`config.mk`:
```
export PLATFORM = sky130hd
export DESIGN_NAME = handshake_loop_sequencer
export DESIGN_NICKNAME = d
export VERILOG_FILES = /design/src/rtl/handshake_loop_sequencer.sv
export SDC_FILE = /design/constraint.sdc
export NUM_CORES = 1
export LEC_CHECK = 0
export ABC_AREA = 1
export BUFFER_PORTS_ARGS = -buffer_cell sky130_fd_sc_hd__buf_2
export CORE_MARGIN = 8
export CORE_UTILIZATION = 55
export DETAILED_ROUTE_END_ITERATION = 8
export PLACE_DENSITY = 0.82
export SLEW_MARGIN = 20
export SYNTH_ARGS = -nofsm -noshare
export SYNTH_HDL_FRONTEND = slang
export SYNTH_SLANG_ARGS = --single-unit
```
`constraint.sdc`:
```
create_clock -name clk -period 3.8 [get_ports clk]
set_clock_uncertainty 0.15 [all_clocks]
set_input_delay 0.19 -clock clk [delete_from_list [all_inputs] [get_ports clk]]
set_output_delay 0.19 -clock clk [all_outputs]
set_load 0.02 [all_outputs]
```
`src/rtl/handshake_loop_sequencer.sv`:
```
// Loop sequencer: a start token begins a run of N indexed control tokens, then one done token.
// Define HANDSHAKE_LOOP_SEQ_STALL_CNT_EN to add the stall_cycles backpressure counter.
module handshake_loop_sequencer #(
    parameter int CNT_WIDTH = 8
) (
    input  logic                 clk,
    input  logic                 rst,
    input  logic                 start_valid,
    output logic                 start_ready,
    input  logic [CNT_WIDTH-1:0] start_count,
    output logic                 ctrl_valid,
    input  logic                 ctrl_ready,
    output logic [CNT_WIDTH-1:0] ctrl_idx,
    output logic                 ctrl_last,
    output logic                 done_valid,
    input  logic                 done_ready
`ifdef HANDSHAKE_LOOP_SEQ_STALL_CNT_EN
    ,
    output logic [31:0]          stall_cycles
`endif
);

    typedef enum logic [1:0] {
        IDLE = 2'd0,
        RUN  = 2'd1,
        DONE = 2'd2
    } state_t;

    localparam logic [CNT_WIDTH-1:0] ONE = CNT_WIDTH'(1);

    state_t               r_state;
    state_t               w_next;
    logic [CNT_WIDTH-1:0] r_cnt;
    logic [CNT_WIDTH-1:0] r_idx;
    logic                 w_last;
    logic                 w_start_hs;
    logic                 w_ctrl_hs;

    assign w_last     = (r_state == RUN) && (r_idx == (r_cnt - ONE));
    assign w_start_hs = start_valid && (r_state == IDLE);
    assign w_ctrl_hs  = ctrl_ready && (r_state == RUN);
    assign ctrl_idx   = r_idx;
    assign ctrl_last  = w_last;

    always_ff @(posedge clk) begin
        if (rst) begin
            r_state <= IDLE;
        end else begin
            r_state <= w_next;
        end
    end

    always_comb begin
        w_next      = r_state;
        start_ready = 1'b0;
        ctrl_valid  = 1'b0;
        done_valid  = 1'b0;
        unique case (r_state)
            IDLE: begin
                start_ready = 1'b1;
                if (start_valid) begin
                    w_next = (start_count == '0) ? DONE : RUN;
                end
            end
            RUN: begin
                ctrl_valid = 1'b1;
                if (ctrl_ready && w_last) begin
                    w_next = DONE;
                end
            end
            DONE: begin
                done_valid = 1'b1;
                if (done_ready) begin
                    w_next = IDLE;
                end
            end
            default: begin
                w_next = IDLE;
            end
        endcase
    end

    // idx stops at count-1, so it can never wrap even at the maximum count
    always_ff @(posedge clk) begin
        if (rst) begin
            r_cnt <= '0;
            r_idx <= '0;
        end else if (w_start_hs) begin
            r_cnt <= start_count;
            r_idx <= '0;
        end else if (w_ctrl_hs && !w_last) begin
            r_idx <= r_idx + ONE;
        end
    end

`ifdef HANDSHAKE_LOOP_SEQ_STALL_CNT_EN
    logic [31:0] r_stall;

    always_ff @(posedge clk) begin
        if (rst || w_start_hs) begin
            r_stall <= '0;
        end else if ((r_state == RUN) && !ctrl_ready && (r_stall != '1)) begin
            r_stall <= r_stall + 32'd1;
        end
    end

    assign stall_cycles = r_stall;
`endif

endmodule

```
==> metrics, run 1 <==
Max Transition Viols Final=0; WHS=-0.000204 ns; status=complete, but fails checks; Clk pwr share=0.204; DRT Pass-1 Iters=4; Crit Path Category=reg -> out; total global routing overflow=0; number of gates resized after cts=0; CP Data Required Time=3.46 ns; Commonest cells post-synth=nand2_1 (55), inv_1 (26), nor2_1 (22); synthesized area per cell=6.14 sq um; Crit path arrival time=1.94 ns; RSZ-0062 raised after global routing=no; violated checks=hold timing; CP startpoint kind=register; largest family of logic cells by synthesized area=simple AND/OR/NAND/NOR gates; CP Max Fanout=10; Synth Area in Compound Gates=0.108; TritonCTS buffer count=3; Die W=61.9 um; Sw Ratio=0.420; sequential area share after synthesis=0.310; max_cap viols=0; Fmax achieved=438 MHz; die height=61.9 um; Post-Syn Nets=204; most numerous cell in the Yosys netlist=nand2_1; Max VDD drop=0.328 mV; Internal=0.357 mW; Final ANT Viol Nets=0; Synth Cell Area=1160 sq um; Layout fillers=174; wire per inst=11.9 um; Total Wirelength=2910 um; Synth Instances=189; share of the synthesized area in the top cell type=0.310; vias in the first global route=1,186; Placer Congestion=0.820; power per cell area=453 nW/um^2; Worst Setup End Kind=output pin; clk root buf=clkbuf_4; Area Overhead vs Synth=16.9%; detailed placement HPWL=2290 um; clk_lat worst skew=0.31 ns; die footprint=3840 sq um; mux cell area share after synthesis=0; Psw=0.259 mW; simple-gate share of the synthesized area=0.392; placed instance area=1310 sq um; setup tns final=0 ns; Initial Util=0.586; area leader, netlist=dfxtp_1; CTS tree=built; largest net degree at the start of global routing=15; gr usage total=0.173; Post-Synth Adder-Cell Area=0.0216; synth warn=0; register bit total from synthesis=18; fraction of layout cells with a size suffix above 1=0.175; via/cell ratio=5.12; top post-synthesis cells by area=dfxtp_1 (31%), nand2_1 (18%), inv_1 (8.4%); Worst-Margin Slew=0.622 ns; leading register cell type out of synthesis=dfxtp_1; Port Buf Inserts=24; core outline area=1980 sq um; io pins=25; min-delay worst type=in -> reg; Core Rows=16; Async S/R FF share, synth=0; CTS Sinks=18; Tcrit/Tclk final=0.601; clk buf depth=2; Final setup viols=0; Post-synth EDFFs=0; clock slew at the register clock pins of the worst setup and hold paths=0.10 ns; Tmin final=2.28 ns; initial antenna violation count=0; Post-Layout Inst Area=1360 sq um; Seq pwr share=0.379; Comb power frac=0.418; distinct cell type count after synthesis=19; initial DRC count=39; Max-Slew Margin vs Limit=0.584; first-pass GRT wire length=4930 um; Hold Violations, Final=1; Leakage=0.707 nW; Inserted Diodes=0; DRC=0; Synth Area in XOR/XNOR=0.0679; vias=1,249; Final Net Count=233; H-tree depth=1
-- registers in the layout, summed over array words and instances, names as in the netlist --
signal,flops
r_state,2
r_cnt,8
ctrl_idx,8
-- repair_timing --
action                    4_1_cts  5_1_grt
setup buffers                   0        0
hold buffers                    1        0
hold endpoints to repair        1        0
-- placed cells by master (no fill, tap or decap) --
cell,count
xor2_1,4
o21ai_0,2
xnor2_1,5
nor4_1,2
inv_1,26
nor2_4,2
nand4_1,1
nor2_2,1
nand2_2,1
clkbuf_4,3
nand2_4,2
dlygate4sd3_1,1
ha_1,2
a21oi_1,14
clkbuf_8,1
nand3_1,18
buf_2,24
nand2_1,55
dfxtp_1,18
nor2_1,22
inv_2,4
o21ai_1,9
-- critical path, cell delays in order (launching register included) --
cell	delay, ns
dfxtp_1	0.38
inv_1	0.10
ha_1	0.32
inv_1	0.06
nand2_1	0.04
nand2_1	0.06
nand3_1	0.07
nor2_1	0.10
nand2_1	0.09
nor2_4	0.12
nand2_4	0.11
inv_2	0.05
buf_2	0.15
-- power by group through the flow --
stage / registers, mW / logic, mW / clock network (mW)
6_report: 0.233 / 0.257 / 0.125
5_1_grt: 0.236 / 0.293 / 0.132
4_1_cts: 0.233 / 0.255 / 0.124
2_1_floorplan: 0.234 / 0.199 / 0
3_3_place_gp: 0.236 / 0.245 / 0
3_5_place_dp: 0.237 / 0.252 / 0
-- per-layer routing --
metal | GRT usage | vias to the layer above | part of all wire
met5 | 0 | - | 0
met4 | 0.0877 | 0 | 0.024
met3 | 0.0350 | 9 | 0.044
met2 | 0.286 | 43 | 0.47
met1 | 0.205 | 547 | 0.46
li1 | - | 650 | -
-- worst paths after layout --
path	start	cells after the start	slack [ns]	end
worst max-delay path	r_cnt[0]	12	1.52	ctrl_last
worst min-delay path	start_count[7]	3	-0.0002	r_cnt[7]
worst max register to register	r_cnt[0]	13	1.83	ctrl_idx[1]
worst min register to register	r_state[1]	2	0.36	r_state[1]
-- layout make-up --
type / count / area (sq um) / area share
timing repair buffer: 25 / 130 / 0.0959
inverter: 30 / 113 / 0.0829
sequential: 18 / 360 / 0.265
tap: 27 / 33.8 / 0.0249
multi-input combinational: 140 / 684 / 0.504
clock buffer: 4 / 36.3 / 0.0267
-- logic make-up (layout without fill, tap and decap cells) --
| kind of cell | count (synthesis) | after routing |
|---|---|---|
| and+or+nand+nor | 104 | 104 |
| buffers and inverters | 31 | 59 |
| AOI/OAI and AO/OA | 25 | 25 |
| DFF | 18 | 18 |
| xor gates and xnor gates | 9 | 9 |
| adders and majority gates | 2 | 2 |
-- through the flow --
step / util / worst slack [ns] / power [mW] / cells
5_1_grt: 0.685 / 1.38 / 0.661 / 244
3_3_place_gp: 0.662 / 1.90 / 0.481 / 239
4_1_cts: 0.685 / 1.53 / 0.612 / 244
6_report: 0.685 / 1.52 / 0.615 / 244
3_5_place_dp: 0.662 / 1.87 / 0.489 / 239
2_1_floorplan: - / 2.02 / 0.432 / 189
No activity file was read; power rests on OpenSTA's default activity.
==> run 2: changes to the inputs <==
- CORE_UTILIZATION: 55 -> 48
- PLACE_DENSITY: 0.82 -> 0.77
- clock period: 3.8 -> 2.1 ns (I/O delays scaled with it)
==> metrics, run 2 (same netlist as run 1, synthesis figures left out) <==
status=finished, final reports clean; Finished Layout Cells=262 (+7.4%); Worst-Margin Slew=0.637 ns (+0.0148 ns); H-tree depth=1 (unchanged); Inserted Diodes=0 (unchanged); detailed placement HPWL=2190 um (-4.6%); via/cell ratio=4.89 (-4.5%); Crit path arrival time=1.71 ns (-0.23 ns); Fmax achieved=509 MHz; Crit Path Category=reg -> out; vias=1,281 (+2.6%); largest net degree at the start of global routing=12 (-3); crit path cell chain=inv_4, ha_4, nand2_1, nand2_1, nand3_1, nor2_1, nand2_1, nor2_4, nand2_4, inv_2, buf_6; clk root buf=clkbuf_4; Max-Slew Margin vs Limit=0.574 (-0.00989); Tmin final=1.96 ns; total global routing overflow=0 (unchanged); TritonCTS buffer count=3 (unchanged); first-pass GRT wire length=5200 um (+5.6%); Most common cell on crit path=nand2_1; io pins=25 (unchanged); Initial Util=0.486 (-0.0995); setup tns final=0 ns (unchanged); power per cell area=759 nW/um^2 (+68%); die height=65.2 um (+5.2%); CTS Sinks=18 (unchanged); min-delay worst type=in -> reg; commonest non-fill, non-tap cell in the layout=nand2_1; CP Data Required Time=1.85 ns (-1.61 ns); Placer Congestion=0.897 (+9.5%); initial antenna violation count=0 (unchanged); DRT Pass-1 Iters=5 (+1); core outline area=2390 sq um (+20%); Final Net Count=248 (+6.4%); Inst Count DP=244 (+2.1%); Die W=65.2 um (+5.2%); Tcrit/Tclk final=0.935; max_cap viols=0 (unchanged); Worst Setup End Kind=output pin; clk buf depth=2 (unchanged); Hold Violations, Final=0 (-1); gr usage total=0.152 (-0.0213); Final ANT Viol Nets=0 (unchanged); CP Max Fanout=5 (-5); wire per inst=11.6 um (-2.8%); clock slew at the register clock pins of the worst setup and hold paths=0.10 ns (about the same); vias in the first global route=1,256 (+5.9%); CP startpoint kind=register; clk_lat worst skew=0.29 ns (-0.02 ns); Port Buf Inserts=24 (unchanged); critical path's largest stage delay=0.39 ns (about the same); fraction of layout cells with a size suffix above 1=0.216 (+0.0404); Area Overhead vs Synth=30.9%; Max VDD drop=0.541 mV (+65%); Core Rows=18 (+2); DRC=0 (unchanged); slowest CP cell=dfxtp_4; most frequent cells in the layout=nand2_1 (55), inv_1 (24), buf_2 (23); CTS tree=built; initial DRC count=107 (+170%); die footprint=4250 sq um (+11%); Leakage=0.779 nW (+10%); Max Transition Viols Final=0 (unchanged); Final setup viols=0 (unchanged); Total Wirelength=3040 um (+4.3%)
==> run 2: cell count changes in the layout (fill, tap and decap cells not counted), sizes merged <==
cell,change
dlygate4sd3,+8
buf,+7
==> run 2: worst paths after layout <==
path,startpoint,endpoint,slack (ns),cells after the start
hold / removal,start_valid,r_cnt[1],0.01,3
setup reg to reg,r_cnt[0],ctrl_idx[3],0.17,13
setup / recovery,r_cnt[0],ctrl_last,0.14,11
hold reg to reg,r_state[1],r_state[1],0.35,2
==> run 2: metal layers <==
layer  GRT usage  up-vias  wire (um)
met5           0        -          0
met4      0.0654        0         62
met3      0.0357        7        165
met2       0.257       34       1460
met1       0.177      563       1350
li1            -      677          -
==> run 2: final cells by class <==
class / count / area [sq um]
Fill cell: 230 / 867
Multi-Input combinational cell: 140 / 697
Sequential cell: 18 / 365
Timing Repair Buffer: 40 / 269
Inverter: 30 / 115
Tap cell: 30 / 37.5
Clock buffer: 4 / 36.3
==> run 2: timing repair <==
action	in CTS	in global routing
setup endpoints to repair	1	10
setup buffers	1	4
pin swaps	1	4
hold buffers	9	0
gates resized for setup	2	7
endpoints found under the hold margin	8	0
==> run 2: worst max-delay path, delay by kind of cell, from the launching register on <==
kind	cells	cell delay, ns
fa+ha+maj	1	0.26
buf+inv	3	0.20
flops	1	0.39
simple gates	7	0.56
==> run 2: power by group <==
| group | internal (mW) | switching, mW |
|---|---|---|
| Clock | 0.106 | 0.108 |
| Sequential | 0.383 | 0.0431 |
| Combinational | 0.197 | 0.317 |
==> run 2: metrics by stage <==
| step | setup WS, ns | utilization | hold slack, ns | power [mW] | cell area [sq um] |
|---|---|---|---|---|---|
| 4_1_cts | 0.0424 | 0.615 | 0.000338 | 1.12 | 1470 |
| 3_5_place_dp | 0.186 | 0.557 | 0.217 | 0.887 | 1330 |
| 6_report | 0.137 | 0.637 | 0.0105 | 1.15 | 1520 |
| 5_1_grt | -0.0235 | 0.637 | 0.0401 | 1.25 | 1520 |
| 2_1_floorplan | 0.320 | - | 0.104 | 0.782 | 1160 |
| 3_3_place_gp | 0.208 | 0.557 | 0.212 | 0.887 | 1330 |
==> run 3: changes to the inputs <==
- CORE_UTILIZATION: 48 -> 50
- CTS_BUF_LIST: default -> sky130_fd_sc_hd__clkbuf_4
- PLACE_DENSITY: 0.77 -> 0.79
==> metrics, run 3 (same netlist as run 1, synthesis figures left out) <==
status=finished, final reports clean; vias=1,277 (-0.31%); Inserted Diodes=0 (unchanged); slowest CP cell=dfxtp_2; Placer Congestion=0.829 (-7.6%); Final setup viols=0 (unchanged); io pins=25 (unchanged); Reg2Reg Capture Point=ctrl_idx[6]; Max Transition Viols Final=0 (unchanged); wire per inst=11.8 um (+2.1%); CP Data Required Time=1.85 ns (about the same); gr usage total=0.151 (-0.000688); setup tns final=0 ns (unchanged); depth of the worst register-to-register path=14 (+1); clk buf depth=2 (unchanged); Core Rows=17 (-1); power per cell area=756 nW/um^2 (-0.39%); TritonCTS buffer count=3 (unchanged); DRT Pass-1 Iters=4 (-1); CP Max Fanout=2 (-3); vias in the first global route=1,235 (-1.7%); first-pass GRT wire length=5190 um (-0.27%); Fmax achieved=512 MHz (+0.49%); Max VDD drop=0.442 mV (-18%); crit path cell chain=inv_2, ha_4, inv_2, nand2_1, nand2_1, nand3_1, nor2_1, nand2_1, nor2_4, nand2_4, inv_2, buf_6; CP startpoint kind=register; die footprint=4120 sq um (-3.0%); Worst Setup End Kind=output pin; Finished Layout Cells=257 (-1.9%); Port Buf Inserts=24 (unchanged); Inst Count DP=241 (-1.2%); via/cell ratio=4.97 (+1.6%); Overall Power=1.13 mW (-2.4%); clock slew at the register clock pins of the worst setup and hold paths=0.11 ns (about the same); detailed placement HPWL=2390 um (+9.1%); Worst-Margin Slew=0.631 ns (-0.00667 ns); Final ANT Viol Nets=0 (unchanged); CTS tree=built; Tcrit/Tclk final=0.930 (-0.00459); largest net degree at the start of global routing=11 (-1); Critical Path Source=r_cnt[1]; total global routing overflow=0 (unchanged); fin util=0.673 (+0.0363); CTS Sinks=18 (unchanged); core outline area=2210 sq um (-7.3%); Initial Util=0.525 (+0.0385); clk root buf=clkbuf_4; Die W=64.2 um (-1.5%); H-tree depth=1 (unchanged); Total Wirelength=3040 um (+0.20%); WHS=0.0290 ns (+0.0185 ns); Leakage=0.756 nW (-2.9%); initial antenna violation count=0 (unchanged); Critical R2R Launch=r_cnt[1]; Crit Path Category=reg -> out; commonest non-fill, non-tap cell in the layout=nand2_1; initial DRC count=57 (-47%); CP endpoint=ctrl_last; flop2flop setup slack=0.19 ns (+0.02 ns); die height=64.2 um (-1.5%); Max-Slew Margin vs Limit=0.578 (+0.00446); DRC=0 (unchanged); critical path's largest stage delay=0.35 ns (-0.04 ns); Area Overhead vs Synth=28.2%; Tmin final=1.95 ns (-0.00965 ns); Crit path arrival time=1.70 ns (about the same); min-delay worst type=in -> reg; Top Family by Delay on Critical Path=simple AND/OR/NAND/NOR gates; Hold Violations, Final=0 (unchanged); max_cap viols=0 (unchanged); clk_lat worst skew=0.30 ns (about the same); worst path bufs/invs=4 (+1); Final Net Count=245 (-1.2%); fraction of layout cells with a size suffix above 1=0.223 (+0.00719); most frequent cells in the layout=nand2_1 (55), inv_1 (23), buf_2 (23); cell count along the critical path=12 (+1)
-- run 3: changes by cell type in the layout (fill, tap and decap cells not counted), moves of 2 or more --
cell | before | now
buf_4 | 7 | 5
dfxtp_2 | 1 | 3
a21oi_1 | 14 | 12
a21oi_2 | 0 | 2
-- run 3: metrics by stage --
stage,instance area (sq um),worst slack (ns)
global placement,1320,0.211
detailed placement,1320,0.129
CTS,1450,0.0159
finish,1490,0.147
global route,1490,-0.00110
floorplan,1160,0.320
-- run 3: worst min-delay path by stage --
stage | endpoint | from | cells after the start | slack (ns)
floorplan | r_cnt[2] | start_count[2] | 2 | 0.10
global placement | r_cnt[2] | start_count[2] | 3 | 0.21
detailed placement | r_cnt[2] | start_count[2] | 3 | 0.22
CTS | r_state[0] | rst | 4 | 0.03
global route | r_state[0] | rst | 4 | 0.07
finish | r_state[0] | rst | 4 | 0.03
-- run 3: tightest hold or removal path, cell delays in order --
cell	delay [ns]
buf_2	0.09
inv_1	0.12
nand2_1	0.10
inv_1	0.03
-- run 3: area by class of cell --
| cell class | count | area [sq um] |
|---|---|---|
| Fill cell | 200 | 723 |
| Multi-Input combinational cell | 140 | 704 |
| Sequential cell | 18 | 364 |
| Timing Repair Buffer | 37 | 244 |
| Inverter | 30 | 115 |
| Tap cell | 28 | 35.0 |
| Clock buffer | 3 | 22.5 |
| Clock inverter | 1 | 3.75 |
-- run 3: metal layers --
| metal | vias to the layer above | share of wire | global-route usage | wire length (um) |
|---|---|---|---|---|
| met5 | - | 0 | 0 | 0 |
| met1 | 569 | 0.40 | 0.164 | 1230 |
| li1 | 669 | - | - | - |
| met2 | 34 | 0.52 | 0.266 | 1600 |
| met3 | 5 | 0.054 | 0.0401 | 165 |
| met4 | 0 | 0.017 | 0.0708 | 53 |
-- run 3: report_power, final --
| part | switching (mW) | leakage, nW | internal (mW) | total, mW |
|---|---|---|---|---|
| registers | 0.0421 | 0.148 | 0.383 | 0.425 |
| clock network | 0.116 | 0.0154 | 0.0694 | 0.185 |
| logic | 0.320 | 0.593 | 0.196 | 0.516 |
-- run 3: timing repair --
action,4_1_cts,5_1_grt
setup endpoints to repair,1,10
gates resized for setup,2,10
buffers inserted,2,2
pin swaps,1,5
endpoints found under the hold margin,8,0
hold buffers,8,0
